$ cat config.mk
export PLATFORM = sky130hd
export DESIGN_NAME = inst_bus_bridge
export DESIGN_NICKNAME = d
export VERILOG_FILES = /design/src/rtl/inst_bus_bridge.sv
export SDC_FILE = /design/constraint.sdc
export NUM_CORES = 1
export LEC_CHECK = 0
export BUFFER_PORTS_ARGS = -buffer_cell sky130_fd_sc_hd__clkbuf_2
export CORE_ASPECT_RATIO = 1.4
export CORE_MARGIN = 2
export CORE_UTILIZATION = 40
export DETAILED_ROUTE_END_ITERATION = 10
export PLACE_DENSITY = 0.71
export SLEW_MARGIN = 20
export SYNTH_ARGS = -nofsm -noshare
export SYNTH_HDL_FRONTEND = slang
export SYNTH_SLANG_ARGS = --single-unit
$ cat constraint.sdc
create_clock -name clk -period 6 [get_ports clk]
set_input_delay 0.6 -clock clk [delete_from_list [all_inputs] [get_ports clk]]
set_output_delay 0.6 -clock clk [all_outputs]
set_load 0.005 [all_outputs]
$ cat src/rtl/inst_bus_bridge.sv
// Instruction fetch bridge: ROM-style zero-latency fetch port to a req/ack memory, with a
// one-word holding buffer. Optional bus timeout/abort enabled by defining IFB_TIMEOUT_EN.
module inst_bus_bridge #(
    parameter int unsigned TIMEOUT_CYCLES = 255
) (
    input  logic        clk,
    input  logic        rst,
    input  logic        cpu_ce_i,
    input  logic [31:0] cpu_addr_i,
    output logic [31:0] cpu_data_o,
    output logic        stallreq_o,
    output logic        bus_req_o,
    output logic [31:0] bus_addr_o,
    input  logic        bus_ack_i,
    input  logic [31:0] bus_rdata_i,
    output logic        err_o
);

    localparam logic [0:0] StIdle = 1'b0;
    localparam logic [0:0] StBusy = 1'b1;

    logic [0:0]  state_q, state_d;
    logic        held_valid_q, held_valid_d;
    logic [29:0] held_addr_q, held_addr_d;
    logic [31:0] held_data_q, held_data_d;
    logic        bus_req_q, bus_req_d;
    logic [31:0] bus_addr_q, bus_addr_d;
    logic        err_q, err_d;
    logic        hit;

`ifdef IFB_TIMEOUT_EN
    localparam logic [7:0] TimeoutLast = 8'(TIMEOUT_CYCLES - 1);
    logic [7:0] cnt_q, cnt_d;
`endif

    // Byte-offset bits never take part in the match; the parameter only matters with the timeout.
    logic unused_sink;
    assign unused_sink = ^{cpu_addr_i[1:0], 32'(TIMEOUT_CYCLES)};

    assign hit        = held_valid_q && (held_addr_q == cpu_addr_i[31:2]);
    assign stallreq_o = !rst && cpu_ce_i && !hit;
    assign cpu_data_o = (!rst && cpu_ce_i && hit) ? held_data_q : 32'h0;
    assign bus_req_o  = bus_req_q;
    assign bus_addr_o = bus_addr_q;
    assign err_o      = err_q;

    always_comb begin
        state_d      = state_q;
        held_valid_d = held_valid_q;
        held_addr_d  = held_addr_q;
        held_data_d  = held_data_q;
        bus_req_d    = bus_req_q;
        bus_addr_d   = bus_addr_q;
        err_d        = 1'b0;
`ifdef IFB_TIMEOUT_EN
        cnt_d        = cnt_q;
`endif
        case (state_q)
            StIdle: begin
                if (cpu_ce_i && !hit) begin
                    state_d    = StBusy;
                    bus_req_d  = 1'b1;
                    bus_addr_d = {cpu_addr_i[31:2], 2'b00};
`ifdef IFB_TIMEOUT_EN
                    cnt_d      = 8'd0;
`endif
                end
            end
            StBusy: begin
                // Fill completes even if the core dropped ce or moved the PC meanwhile.
                if (bus_ack_i) begin
                    state_d      = StIdle;
                    bus_req_d    = 1'b0;
                    held_valid_d = 1'b1;
                    held_addr_d  = bus_addr_q[31:2];
                    held_data_d  = bus_rdata_i;
                end
`ifdef IFB_TIMEOUT_EN
                else if (cnt_q == TimeoutLast) begin
                    // Abort: park a NOP in the buffer so the core can move on.
                    state_d      = StIdle;
                    bus_req_d    = 1'b0;
                    held_valid_d = 1'b1;
                    held_addr_d  = bus_addr_q[31:2];
                    held_data_d  = 32'h0;
                    err_d        = 1'b1;
                end else begin
                    cnt_d = cnt_q + 8'd1;
                end
`endif
            end
            default: state_d = StIdle;
        endcase
    end

    always_ff @(posedge clk or posedge rst) begin
        if (rst) begin
            state_q      <= StIdle;
            held_valid_q <= 1'b0;
            held_addr_q  <= 30'h0;
            held_data_q  <= 32'h0;
            bus_req_q    <= 1'b0;
            bus_addr_q   <= 32'h0;
            err_q        <= 1'b0;
        end else begin
            state_q      <= state_d;
            held_valid_q <= held_valid_d;
            held_addr_q  <= held_addr_d;
            held_data_q  <= held_data_d;
            bus_req_q    <= bus_req_d;
            bus_addr_q   <= bus_addr_d;
            err_q        <= err_d;
        end
    end

`ifdef IFB_TIMEOUT_EN
    always_ff @(posedge clk or posedge rst) begin
        if (rst) begin
            cnt_q <= 8'd0;
        end else begin
            cnt_q <= cnt_d;
        end
    end
`endif

endmodule

**Yosys cells after proc, flatten, opt, wreduce, memory -nomap -nowiden**

Index checks and enable logic that the tools add are counted.

- Output and inout bits: 67
- Bits of input ports: 68
- Word-level logic and storage cells: 27
- Register bits: 95

- Muxes and demuxes: 7
- Reductions and logical operators: 10
- Bitwise logic cells: 1
- Equal/unequal tests: 3

Operators with widths:

| kind | number |
|---|---|
| $mux W32 | 1 |
| $eq A30 B30 Y1 | 1 |
| $reduce_and A2 Y1 | 3 |
| $logic_and A1 B1 Y1 | 5 |
| $mux W1 | 4 |
| $ne A2 B2 Y1 const B | 2 |
| $pmux W1 S2 | 2 |
| $logic_not A1 Y1 | 2 |
| $not A1 Y1 | 1 |

**Depth between registers and ports, before layout**

- Depth in word-level cells: 6
- Gate-level depth with buffers: 6

**Worst setup path after synthesis**

OpenSTA, ideal clock, no wires.

- Path kind: input port to output port
- Start point: input rst
- End point: output cpu_data_o[0]
- Cell stages on the path: 5
- Data required time: 5.400 ns
- Data arrival time: 3.448 ns
- Slack: 1.952 ns
- Cell sequence: inv_1 nand2_1 nor3_2 clkbuf_2 and2_1

- Longest elaborated chain between the ends: 4

Ends and longest elaborated chain:

| element | RTL line | source |
|---|---|---|
| start, declared | 7 | `input logic rst,` |
| $logic_not A1 Y1 (no line) | - |  |
| $logic_and A1 B1 Y1 (2 in series) | 42 | `assign cpu_data_o = (!rst && cpu_ce_i && hit) ? held_data_q : 32'h0;` |
| $mux W32 | 42 |  |
| end, declared | 10 | `output logic [31:0] cpu_data_o,` |

Every way passes these cells.

**Worst setup path in the final report**

- Start point: register held_addr_q[10]
- End point: output cpu_data_o[15]

- Longest elaborated chain between the ends: 4

Ends and longest elaborated chain:

| element | RTL line | source |
|---|---|---|
| start, declared | 24 | `logic [29:0] held_addr_q, held_addr_d;` |
| start signal, assigned | 108 | `held_addr_q <= held_addr_d;` |
| $eq A30 B30 Y1 | 40 | `assign hit = held_valid_q && (held_addr_q == cpu_addr_i[31:2]);` |
| $logic_and A1 B1 Y1 | 40 |  |
| $logic_and A1 B1 Y1 | 42 |  |
| $mux W32 | 42 |  |

Every way passes these cells.

==> results by group <==
Layout
  • Footprint of the multi-input gates: 1754 µm²
  • Most frequent cells in the layout: 129 x clkbuf_2, 95 x dfrtp_1, 63 x mux2_2, 32 x and2_1, 29 x mux2_4
  • Fillers: 953
  • Share of cells above drive strength 1: 58.06%
  • Number of diodes: 0
  • Design area: 5265 µm²
  • Final Net Count: 485
  • Most common cell after layout, fill and taps aside: clkbuf_2
  • Reg area: 2377 µm²
  • P&R area growth vs syn: 24.06%

Worst setup path
  • Slowest-stage cell, CP: nor4_1
  • Worst setup EP type: output port
  • CP Launch Type: flop
  • R2r worst-path depth: 5
  • CP max FO: 32
  • Worst Path Required: 5400 ps
  • Worst Path Arrival: 2400 ps
  • Critical Path Max Stage Delay: 470 ps
  • Kind of critical path: flop to output port
  • CP cell instances: xor2_1 > nor4_1 > nand4_1 > nor3_2 > buf_4 > and2_1 > clkbuf_2

Drt
  • Vias per inst: 4.591
  • WL per Instance: 14.53 µm
  • Remaining DRCs: 0
  • Drt initial violations: 56
  • Total number of vias: 2571
  • Total wire length: 8138 µm
  • Final ANT Viol Nets: 0
  • Drt pass-1 iters: 3

Floorplanning
  • Die Y: 125.9 µm
  • Die width: 91.06 µm
  • Initial Utilization: 41.01%
  • Die area: 11460 µm²
  • # rows: 44
  • I/O pin count: 135
  • Placeable Area: 10350 µm²

STA
  • Crit share post-route: 49.96%
  • Fin. Hold Viols: 0
  • Total negative slack: 0 ps
  • Slew @ Worst Pin: 746.5 ps
  • Highest clock rate: 0.3336 GHz
  • Relative slew slack: 50.23%
  • Endpoints failing setup: 0
  • Max Slew Vio Count: 0
  • Tmin final: 2997 ps
  • RSZ-0062 raised after global routing: no
  • Setup slack after layout: 3003 ps
  • Worst setup skew after layout: 8.499 ps
  • Hold_ws: 321.2 ps

Logic synthesis
  • Main flop type after synthesis: dfrtp_1
  • Post-Synthesis Cells: 287
  • Async SR Flop Fraction: 100.0%
  • Yosys reg bits: 95
  • Post-synthesis sequential area ratio: 56.01%
  • Synth cell types: 24
  • EDFF count, synth: 0
  • Mapped cell area: 4244 µm²
  • Synth warnings: 0
  • Mapped Avg Cell Area: 14.79 µm²

Global route
  • Largest net degree at the start of global routing: 50
  • Initial antenna violation count: 0
  • Vias in the first global route: 2631
  • Gr usage total: 15.33%
  • Gr ovfl total: 0
  • Global-route wire length before repair: 13720 µm

Clocking
  • Root buf cell: clkbuf_16
  • CTS max path bufs: 2
  • Htree depth: 3
  • Sink Count: 95
  • Clock-pin slew on the worst setup and hold paths: 70 ps
  • CTS Buf Count: 9
  • CTS resizes: 0
  • Clk_lat worst skew: 340 ps
  • CTS tree: built
  • # hold bufs at CTS: 0
  • Setup repair bufs after CTS: 0

Placed design
  • Placer Congestion: 0.7049
  • Post-Place Setup Slack: 2972 ps
  • Port-buffer cells: 129
  • Dpl cell area: 4982 µm²
  • Hpwl dp: 5807 µm

Pwr
  • Power per cell area: 365.7 nW/µm²
  • Pwr Total: 1925 µW
  • Maximum vdd drop: 0.0001361 V
  • Lkg Pwr: 0.002539 µW

Run
  • Max Cap Violations: 0

Worst hold path
  • Hold Path Class: input port to asynchronous set/reset pin

Status
  • Status: complete, no violations
cell usage after synthesis, drive strengths merged, types with 2 or more instances:
cell,instances,area [µm²]
nor2,2,7.510
inv,2,7.510
xor2,16,140.1
xnor2,14,122.6
and2,32,200.2
mux2,92,1145
nand2,3,11.26
nand4,4,25.02
dfrtp,95,2377
buf,6,77.57
clkbuf,9,37.53
nor4,4,25.02
sequential cells by signal, indices dropped and copies added, names as in the netlist:
register	cells
held_valid_q	1
bus_addr_o	30
bus_req_o	1
state_q	1
held_data_q	32
held_addr_q	30
cell type report:
type,instances,area share (%)
flip-flops and latches,95,45.15
clock buffers,10,4.349
inverters,2,0.1901
repair buffers,132,12.69
clock inverters,6,1.022
well taps,138,3.279
multi-input cells,177,33.32
report_power, final:
part           total (µW)  leakage [µW]  internal [µW]  switching [µW]
Combinational         442       0.00129            281             161
Sequential            944       0.00111            831             113
Clock                 539      0.000136            288             250
Total                1930       0.00254           1400             524
through the flow:
stage               util (%)  cells
detailed placement     48.14    544
global route           50.87    560
finish                 50.87    560
global placement       48.14    544
floorplan                  -    289
CTS                    50.87    560
logic make-up after synthesis:
| family | after synthesis | synth area share (%) |
|---|---|---|
| flops | 95 | 56.01 |
| mux | 92 | 26.98 |
| simple gates | 49 | 7.105 |
| xor+xnor | 30 | 6.191 |
| buf+inv | 17 | 2.889 |
| compound gates | 3 | 0.7373 |
| other cells | 1 | 0.08836 |
worst max-delay path, delay by kind of cell, from the launching register on:
kind / cells / cell delay (ps)
buffers and inverters: 2 / 390
DFF: 1 / 380
xor gates and xnor gates: 1 / 150
and+or+nand+nor: 4 / 1140
routing by layer:
metal	GRT usage, %	vias up	wire length, µm
met2	24.79	93	3931
met3	3.768	9	469
li1	-	1239	-
met5	0	-	0
met4	5.615	0	119
met1	20.04	1230	3617
worst paths after layout:
kind	end	start	slack, ps
worst max-delay path	cpu_data_o[15]	held_addr_q[10]	3000
worst min-delay path	held_data_q[18]	rst	320
worst max register to register	bus_addr_o[26]	held_addr_q[10]	3730
worst min register to register	held_valid_q	held_valid_q	480
max in group asynchronous	bus_addr_o[13]	rst	4620
min in group clk	held_valid_q	held_valid_q	480
No activity file was read; power rests on OpenSTA's default activity.
